File: src/rtl/fft_stream_adapter.sv
// -----------------------------------------------------------------------------
// fft_stream_adapter
//
// Streaming wrapper around a parallel NUM_POINT-point single-precision FFT core
// that has a start/done interface. Complex samples arrive one per cycle over
// valid/ready. They are gathered into a frame buffer, and the core is fired
// with one start pulse. The parallel result is captured on a fresh rising edge
// of done and streamed out in natural order, one bin per cycle, with an index
// and a last flag.
//
// Inverse mode reuses the forward core. The input is conjugated before the
// core. The output is conjugated and scaled by 1/N after the core, and the
// scaling subtracts LOG2_N from the IEEE-754 exponent.
//
// Ports:
//   i_clk, i_rst_n            clock (rising edge), synchronous active-low reset
//   i_mode                    0 forward / 1 inverse, taken with sample 0
//   i_in_valid, o_in_ready    input handshake
//   i_in_real, i_in_imag      input sample
//   o_core_start              one-cycle start pulse to the core
//   o_core_x_real/imag        frame buffer to the core, sample k at [k*32 +: 32]
//   i_core_X_real/imag        core results, same packing
//   i_core_done               core done level
//   o_out_valid, i_out_ready  output handshake
//   o_out_real, o_out_imag    output bin
//   o_out_index, o_out_last   bin number and end-of-frame flag
//   o_busy                    high whenever no frame is being collected
// -----------------------------------------------------------------------------
module fft_stream_adapter #(
    parameter  int SIZE_DATA = 32,
    parameter  int NUM_POINT = 8,
    localparam int LOG2_N    = $clog2(NUM_POINT)
) (
    input  logic                           i_clk,
    input  logic                           i_rst_n,
    input  logic                           i_mode,
    input  logic                           i_in_valid,
    output logic                           o_in_ready,
    input  logic [SIZE_DATA-1:0]           i_in_real,
    input  logic [SIZE_DATA-1:0]           i_in_imag,
    output logic                           o_core_start,
    output logic [NUM_POINT*SIZE_DATA-1:0] o_core_x_real,
    output logic [NUM_POINT*SIZE_DATA-1:0] o_core_x_imag,
    input  logic [NUM_POINT*SIZE_DATA-1:0] i_core_X_real,
    input  logic [NUM_POINT*SIZE_DATA-1:0] i_core_X_imag,
    input  logic                           i_core_done,
    output logic                           o_out_valid,
    input  logic                           i_out_ready,
    output logic [SIZE_DATA-1:0]           o_out_real,
    output logic [SIZE_DATA-1:0]           o_out_imag,
    output logic [LOG2_N-1:0]              o_out_index,
    output logic                           o_out_last,
    output logic                           o_busy
);

    localparam logic [LOG2_N-1:0] IDX_ZERO = {LOG2_N{1'b0}};
    localparam logic [LOG2_N-1:0] IDX_ONE  = {{(LOG2_N-1){1'b0}}, 1'b1};
    localparam logic [LOG2_N-1:0] IDX_LAST = LOG2_N'(NUM_POINT - 1);
    localparam logic [7:0]        SHIFT_E  = 8'(LOG2_N);
    localparam logic [SIZE_DATA-1:0] WORD_ZERO = {SIZE_DATA{1'b0}};

    typedef enum logic [1:0] {
        ST_COLLECT = 2'd0,
        ST_START   = 2'd1,
        ST_WAIT    = 2'd2,
        ST_EMIT    = 2'd3
    } state_t;

    // Conjugation of one part: only the sign bit changes.
    function automatic logic [SIZE_DATA-1:0] flip_sign(input logic [SIZE_DATA-1:0] w);
        flip_sign = {~w[31], w[30:0]};
    endfunction

    // Divide by NUM_POINT through the exponent. Zero/subnormal and Inf/NaN pass
    // through unchanged. Exponents too small to survive the shift flush to a
    // zero that keeps the sign.
    function automatic logic [SIZE_DATA-1:0] inv_scale(input logic [SIZE_DATA-1:0] w);
        logic [7:0] e;
        e = w[30:23];
        if ((e == 8'd0) || (e == 8'hFF)) begin
            inv_scale = w;
        end else if (e <= SHIFT_E) begin
            inv_scale = {w[31], 31'd0};
        end else begin
            inv_scale = {w[31], e - SHIFT_E, w[22:0]};
        end
    endfunction

    state_t                 state_r, next_state_s;
    logic [LOG2_N-1:0]      wr_idx_r, rd_idx_r, nxt_rd_idx_s;
    logic                   mode_q_r, done_d_r;
    logic                   in_ready_r, start_r, out_valid_r, out_last_r, busy_r;
    logic [SIZE_DATA-1:0]   out_real_r, out_imag_r;
    logic [SIZE_DATA-1:0]   in_re_r  [NUM_POINT];
    logic [SIZE_DATA-1:0]   in_im_r  [NUM_POINT];
    logic [SIZE_DATA-1:0]   out_re_r [NUM_POINT];
    logic [SIZE_DATA-1:0]   out_im_r [NUM_POINT];
    logic [SIZE_DATA-1:0]   res_re_s [NUM_POINT];
    logic [SIZE_DATA-1:0]   res_im_s [NUM_POINT];
    logic                   in_fire_s, out_fire_s, capture_s, eff_mode_s;
    logic [SIZE_DATA-1:0]   in_imag_s;

    assign in_fire_s    = in_ready_r & i_in_valid;
    assign out_fire_s   = out_valid_r & i_out_ready;
    // Only a fresh rising edge of done counts. A level left high from an
    // earlier frame is ignored.
    assign capture_s    = (state_r == ST_WAIT) & i_core_done & ~done_d_r;
    // Sample 0 uses the live mode pin. Every later sample uses the captured mode.
    assign eff_mode_s   = (wr_idx_r == IDX_ZERO) ? i_mode : mode_q_r;
    assign in_imag_s    = eff_mode_s ? flip_sign(i_in_imag) : i_in_imag;
    assign nxt_rd_idx_s = rd_idx_r + IDX_ONE;

    genvar g;
    generate
        for (g = 0; g < NUM_POINT; g++) begin : g_core_in
            assign o_core_x_real[g*SIZE_DATA +: SIZE_DATA] = in_re_r[g];
            assign o_core_x_imag[g*SIZE_DATA +: SIZE_DATA] = in_im_r[g];
        end
    endgenerate

    assign o_in_ready   = in_ready_r;
    assign o_core_start = start_r;
    assign o_out_valid  = out_valid_r;
    assign o_out_real   = out_real_r;
    assign o_out_imag   = out_imag_r;
    assign o_out_index  = rd_idx_r;
    assign o_out_last   = out_last_r;
    assign o_busy       = busy_r;

    // State register.
    always_ff @(posedge i_clk) begin
        if (!i_rst_n) begin
            state_r <= ST_COLLECT;
        end else begin
            state_r <= next_state_s;
        end
    end

    // Next-state logic.
    always_comb begin
        next_state_s = state_r;
        case (state_r)
            ST_COLLECT: begin
                if (in_fire_s && (wr_idx_r == IDX_LAST)) begin
                    next_state_s = ST_START;
                end else begin
                    next_state_s = ST_COLLECT;
                end
            end
            ST_START: next_state_s = ST_WAIT;
            ST_WAIT: begin
                if (capture_s) begin
                    next_state_s = ST_EMIT;
                end else begin
                    next_state_s = ST_WAIT;
                end
            end
            ST_EMIT: begin
                if (out_fire_s && out_last_r) begin
                    next_state_s = ST_COLLECT;
                end else begin
                    next_state_s = ST_EMIT;
                end
            end
            default: next_state_s = ST_COLLECT;
        endcase
    end

    // Result transform: pass-through when forward, conjugate and 1/N scale when inverse.
    always_comb begin
        for (int k = 0; k < NUM_POINT; k++) begin
            res_re_s[k] = i_core_X_real[k*SIZE_DATA +: SIZE_DATA];
            res_im_s[k] = i_core_X_imag[k*SIZE_DATA +: SIZE_DATA];
            if (mode_q_r) begin
                res_re_s[k] = inv_scale(i_core_X_real[k*SIZE_DATA +: SIZE_DATA]);
                res_im_s[k] = inv_scale(flip_sign(i_core_X_imag[k*SIZE_DATA +: SIZE_DATA]));
            end else begin
                res_re_s[k] = i_core_X_real[k*SIZE_DATA +: SIZE_DATA];
                res_im_s[k] = i_core_X_imag[k*SIZE_DATA +: SIZE_DATA];
            end
        end
    end

    // Datapath: frame buffer, result buffer, output registers and handshake flags.
    always_ff @(posedge i_clk) begin
        if (!i_rst_n) begin
            wr_idx_r    <= IDX_ZERO;
            rd_idx_r    <= IDX_ZERO;
            mode_q_r    <= 1'b0;
            done_d_r    <= 1'b0;
            in_ready_r  <= 1'b1;
            start_r     <= 1'b0;
            out_valid_r <= 1'b0;
            out_last_r  <= 1'b0;
            busy_r      <= 1'b0;
            out_real_r  <= WORD_ZERO;
            out_imag_r  <= WORD_ZERO;
            for (int k = 0; k < NUM_POINT; k++) begin
                in_re_r[k]  <= WORD_ZERO;
                in_im_r[k]  <= WORD_ZERO;
                out_re_r[k] <= WORD_ZERO;
                out_im_r[k] <= WORD_ZERO;
            end
        end else begin
            done_d_r    <= i_core_done;
            // Handshake flags are registered copies of the next state.
            in_ready_r  <= (next_state_s == ST_COLLECT);
            busy_r      <= (next_state_s != ST_COLLECT);
            start_r     <= (next_state_s == ST_START);
            out_valid_r <= (next_state_s == ST_EMIT);

            if (in_fire_s) begin
                in_re_r[wr_idx_r] <= i_in_real;
                in_im_r[wr_idx_r] <= in_imag_s;
                if (wr_idx_r == IDX_ZERO) begin
                    mode_q_r <= i_mode;
                end
                wr_idx_r <= (wr_idx_r == IDX_LAST) ? IDX_ZERO : (wr_idx_r + IDX_ONE);
            end

            if (capture_s) begin
                for (int k = 0; k < NUM_POINT; k++) begin
                    out_re_r[k] <= res_re_s[k];
                    out_im_r[k] <= res_im_s[k];
                end
                rd_idx_r   <= IDX_ZERO;
                out_real_r <= res_re_s[0];
                out_imag_r <= res_im_s[0];
                out_last_r <= 1'b0;
            end else if (out_fire_s) begin
                if (out_last_r) begin
                    rd_idx_r   <= IDX_ZERO;
                    out_last_r <= 1'b0;
                end else begin
                    rd_idx_r   <= nxt_rd_idx_s;
                    out_real_r <= out_re_r[nxt_rd_idx_s];
                    out_imag_r <= out_im_r[nxt_rd_idx_s];
                    out_last_r <= (nxt_rd_idx_s == IDX_LAST);
                end
            end
        end
    end

endmodule

File: config.mk
export PLATFORM = sky130hd
export DESIGN_NAME = fft_stream_adapter
export DESIGN_NICKNAME = d
export VERILOG_FILES = /design/src/rtl/fft_stream_adapter.sv
export SDC_FILE = /design/constraint.sdc
export NUM_CORES = 2
export LEC_CHECK = 0
export BUFFER_PORTS_ARGS = -buffer_cell sky130_fd_sc_hd__buf_4
export CORE_AREA = 5 5 445 447
export CTS_CLUSTER_SIZE = 20
export DETAILED_ROUTE_END_ITERATION = 8
export DIE_AREA = 0 0 450 452
export PLACE_DENSITY = 0.42
export SLEW_MARGIN = 25
export SYNTH_ARGS = -nofsm -noshare
export SYNTH_HDL_FRONTEND = slang
export SYNTH_SLANG_ARGS = --single-unit
File: constraint.sdc
create_clock -name i_clk -period 28.1 [get_ports i_clk]
set_clock_uncertainty 0.05 [all_clocks]
set_input_delay 8.43 -clock i_clk [delete_from_list [all_inputs] [get_ports i_clk]]
set_output_delay 8.43 -clock i_clk [all_outputs]
set_load 0.01 [all_outputs]
## Word-level counts from Yosys, hierarchy flattened

Memory sizes are Yosys's and may differ from the RTL's.
Cells that the tools add are included.

- Memories kept: 4
- Bits in registers: 79
- RAM bits: 1,024
- Output and inout bits: 584
- Input port bits: 582

Memories:

| memory | depth | bits a word | read ports | clocked after Yosys merged registers in | write ports | RTL line | text |
|---|---|---|---|---|---|---|---|
| in_im_r | 8 | 32 | 8 | 0 | 8 | 95 | `logic [SIZE_DATA-1:0] in_im_r [NUM_POINT];` |
| in_re_r | 8 | 32 | 8 | 0 | 8 | 94 | `logic [SIZE_DATA-1:0] in_re_r [NUM_POINT];` |
| out_im_r | 8 | 32 | 1 | 0 | 8 | 97 | `logic [SIZE_DATA-1:0] out_im_r [NUM_POINT];` |
| out_re_r | 8 | 32 | 1 | 0 | 8 | 96 | `logic [SIZE_DATA-1:0] out_re_r [NUM_POINT];` |

- Equality and inequality tests: 24
- Mux-type cells: 92
- $lt $le $gt $ge: 16
- Reductions and logical operators: 43
- Add/sub/neg operators: 18
- Bitwise logic cells: 31

Operators by type and width:

| kind | number |
|---|---|
| $mux 31 | 40 |
| $mux 32 | 33 |
| $eq 8x8->1 const B | 16 |
| $le 8x2->1 const B | 16 |
| $logic_not 8->1 | 16 |
| $sub 8x2->8 const B | 16 |
| $reduce_or 32->1 | 2 |
| $logic_or 1x1->1 | 16 |
| $or 1x1->1 | 16 |
| $mux 1 | 13 |
| $mux 3 | 4 |
| $not 1->1 | 11 |
| $pmux 2 s4 | 1 |
| $add 3x1->3 const B | 2 |
| $eq 2x2->1 const B | 3 |
| $eq 3x3->1 const B | 2 |
| $and 1x1->1 | 4 |
| $eq 2x1->1 const B | 2 |
| $logic_not 2->1 | 2 |
| $reduce_bool 2->1 | 2 |
| $logic_not 3->1 | 1 |
| $logic_and 1x1->1 | 2 |
| $mux 2 | 1 |
| $ne 2x1->1 const B | 1 |
| 2 further kinds | 2 |

## Longest topological paths before layout

- Word-level depth: 7
- Mapped depth: 12
- Gate-level depth less buffers: 7

## Worst setup path before layout

No wires, ideal clock.

- Kind: input-to-reg
- Start point: in i_rst_n
- End point: reg out_imag_r[24] (netlist: o_out_imag[24])
- Stages on the path: 5
- Buffers on the path: 3
- Required time: 27.361 ns
- Path slack: 4.058 ns
- Arrival time: 23.302 ns
- Cell sequence: clkbuf_1 > clkbuf_1 > nand2_1 > clkbuf_1 > o21bai_1

RTL lines:

| item | RTL line | text |
|---|---|---|
| start: declaration | 35 | `input logic i_rst_n,` |
| end signal: assignment | 228 | `out_imag_r <= res_im_s[0];` |
| end signal: assignment | 237 | `out_imag_r <= out_im_r[nxt_rd_idx_s];` |
| end: declaration | 93 | `logic [SIZE_DATA-1:0] out_real_r, out_imag_r;` |

==> results.cfg <==
[drt]
drt_iter0_markers = 2534
ant_nets = 0
drc = 0
wl_per_cell_um = 26.70
viasPerCell = 4.572
first_pass_iters = 5
via_count = 34230
postRouteWirelength_um = 199900

[logic_synthesis]
synth_common_cells = edfxtp_1, and2_1, nand2_1, clkbuf_1, nor2_1
synth_edf_count = 1024
synth.net_count = 4291
synth_area_leaders = edfxtp_1, and2_1, dfxtp_1, mux4_2, nand2_1
synth_cell_types = 74
postSynthAreaPerCell_sq_um = 13.12
yosysTopAreaCell = edfxtp_1
synth-seq-area-share_pct = 67.13
ys_warn_count = 0
syn_inst = 3672
synthArstFlopShare_pct = 0
synth_top_area_share_pct = 63.84
syn_area_sq_um = 48160
yosysMostFrequentCell = edfxtp_1
synth_flop_cell = edfxtp_1
ys_ff_latch = 1103

[placement]
gp_congestion = 0.8161
hpwl_um = 144500
portBuffers = 1165

[floorplanning]
start_util_pct = 24.86
num_rows = 162
die_width_um = 450
fp.dieH_um = 452
coreArea_sq_um = 193800
ioPinCount = 1166
dieArea_sq_um = 203400

[timing]
drv_slew = 0
worstMarginPinSlew_ns = 1.038
tns_ns = 0
fin_crit_sh_pct = 42.46
slew_headroom_pct = 30.80
hold-worst-slack_ns = 0.4660
finalSetupViolCount = 0
rsz0062_at_grt = no
finalHoldViolCount = 0
fin_crit_ns = 11.93
fmax_ghz = 0.08382

[critical_path]
path_class = in -> reg
slowest_stage = buf_4
path_cells = buf_4 > nand4bb_4 > buf_4 > nand2_4 > buf_4 > buf_6 > buf_6
worstSetupStartpointType = primary input
crit_arrival_ns = 12.28
crit_top_cell = buf_4
max_stage_delay_ns = 0.83
end_kind = flop
reg2reg_setup_slack_ns = 23.46
required_ns = 28.45
cp_max_fo = 85

[pwr]
leakage_nw = 25.37
ir_drop_v = 0.00005379
p_per_area_nw_per_um2 = 61.32

[clock_network]
hold_buffers = 0
cts_setup_buffers = 0
max-clock-path-buffers = 3
cts_sinks = 1103
clock_latency_ns = 0.79
post_cts_resized = 0
clk_pin_slew_ns = 0.06
cts_made_buffers = 134
h-tree-depth = 4
cts_tree = done
cts-root-buf = clkbuf_16

[grt]
overflow = 0
first_global_vias = 34620
grt_pass1_wl_um = 275800
grt_max_degree = 133
antenna_found_initial = 47
grt_util_all_layers_pct = 18.88

[run]
cap_violations = 0

[cells_and_area]
layout-drive-gt1-share_pct = 31.59
n_fill_cell = 19570
nets = 5444
areaGrowthSynthToFinish_pct = 33.76
multi_input_area_sq_um = 15160
final-seq-area_sq_um = 32340

[worst_hold_path]
hp-class = reg -> reg

[run_status]
status = completed
## sequential cells by signal (all words and copies together), names as in the netlist
| signal | count |
|---|---|
| o_out_imag | 32 |
| out_im_r | 256 |
| o_in_ready | 1 |
| o_busy | 1 |
| in_re_r | 256 |
| done_d_r | 1 |
| o_out_index | 3 |
| o_out_last | 1 |
| out_re_r | 256 |
| o_out_real | 32 |
| o_out_valid | 1 |
| in_im_r | 256 |
| o_core_start | 1 |
| mode_q_r | 1 |
| state_r | 2 |
| wr_idx_r | 3 |
## worst max-delay path: cells and delay by family
kind          cells  cell delay, ns
buf+inv           5            2.75
simple gates      2            0.87
## stage by stage
| stage | cells | utilization (%) | power (mW) | area, sq um | setup slack (ns) |
|---|---|---|---|---|---|
| final | 7488 | 33.25 | 3.950 | 64420 | 16.17 |
| after detailed placement | 7231 | 31.00 | 2.266 | 60080 | 15.06 |
| after global routing | 7480 | 33.24 | 4.093 | 64400 | 15.96 |
| after floorplan | 3672 | - | 2.061 | 48160 | 4.058 |
| after global placement | 7230 | 30.98 | 2.264 | 60030 | 14.78 |
| after CTS | 7470 | 33.22 | 4.009 | 64380 | 15.97 |
## routing by layer
metal  share of wire (%)  track usage [%]  wire length, um  vias up
met5               0.068                0              136        -
met1                  41            22.93            81210    17140
met2                  51            33.56           101900     1204
met3                 6.1            4.569            12130      256
met4                 2.3            4.929             4554       20
li1                    -                -                -    15610
## final cells by class
class	count	share of cell area, %
Multi-Input combinational cell	2316	23.53
Timing Repair Buffer	1222	14.32
Tap cell	2542	4.937
Clock buffer	169	5.520
Inverter	48	0.2797
Sequential cell	1103	50.19
Clock inverter	70	1.156
Antenna cell	18	0.06992
## cells in the final DEF, fill, tap and decap left out, drive strengths merged, types with 11 or more instances in the layout
| cell | n |
|---|---|
| ha | 37 |
| a22oi | 11 |
| nand4 | 34 |
| a31oi | 24 |
| nor2b | 18 |
| nand2b | 30 |
| nor4 | 21 |
| diode | 18 |
| a21oi | 90 |
| and3 | 104 |
| nor3 | 60 |
| clkinv | 49 |
| nor2 | 167 |
| and2 | 796 |
| mux2i | 11 |
| nor4b | 14 |
| inv | 55 |
| xor2 | 31 |
| or3 | 15 |
| xnor2 | 64 |
| buf | 1222 |
| clkbuf | 169 |
| edfxtp | 1024 |
| dfxtp | 79 |
| or4 | 14 |
| mux4 | 65 |
| nand2 | 340 |
| o2111ai | 38 |
| o21ai | 75 |
| nand3 | 144 |
## power by group
part           internal [mW]  total (mW)  switching [mW]
Sequential              1.86        1.88          0.0232
Combinational          0.139       0.340           0.202
Clock                  0.996        1.73           0.730
## cell families after synthesis
| logic type | synth area share, % |
|---|---|
| xor gates and xnor gates | 1.728 |
| adders and majority gates | 0.9612 |
| DFF | 67.13 |
| buffers and inverters | 2.135 |
| muxes | 3.268 |
| AOI/OAI and AO/OA | 4.307 |
| and+or+nand+nor | 20.47 |
## worst paths after layout
path | cells after the start | from | to
worst max-delay path | 7 | i_core_done | out_re_r[0][14]$_SDFFCE_PN0P_
worst max register to register | 6 | state_r[0]$_SDFF_PN0_ | out_re_r[0][14]$_SDFFCE_PN0P_
worst min-delay path | 2 | o_out_imag[30]$_SDFFE_PN0P_ | o_out_imag[30]$_SDFFE_PN0P_
worst min register to register | 2 | o_out_imag[30]$_SDFFE_PN0P_ | o_out_imag[30]$_SDFFE_PN0P_
Note: power is estimated with default switching activity, not from simulation.
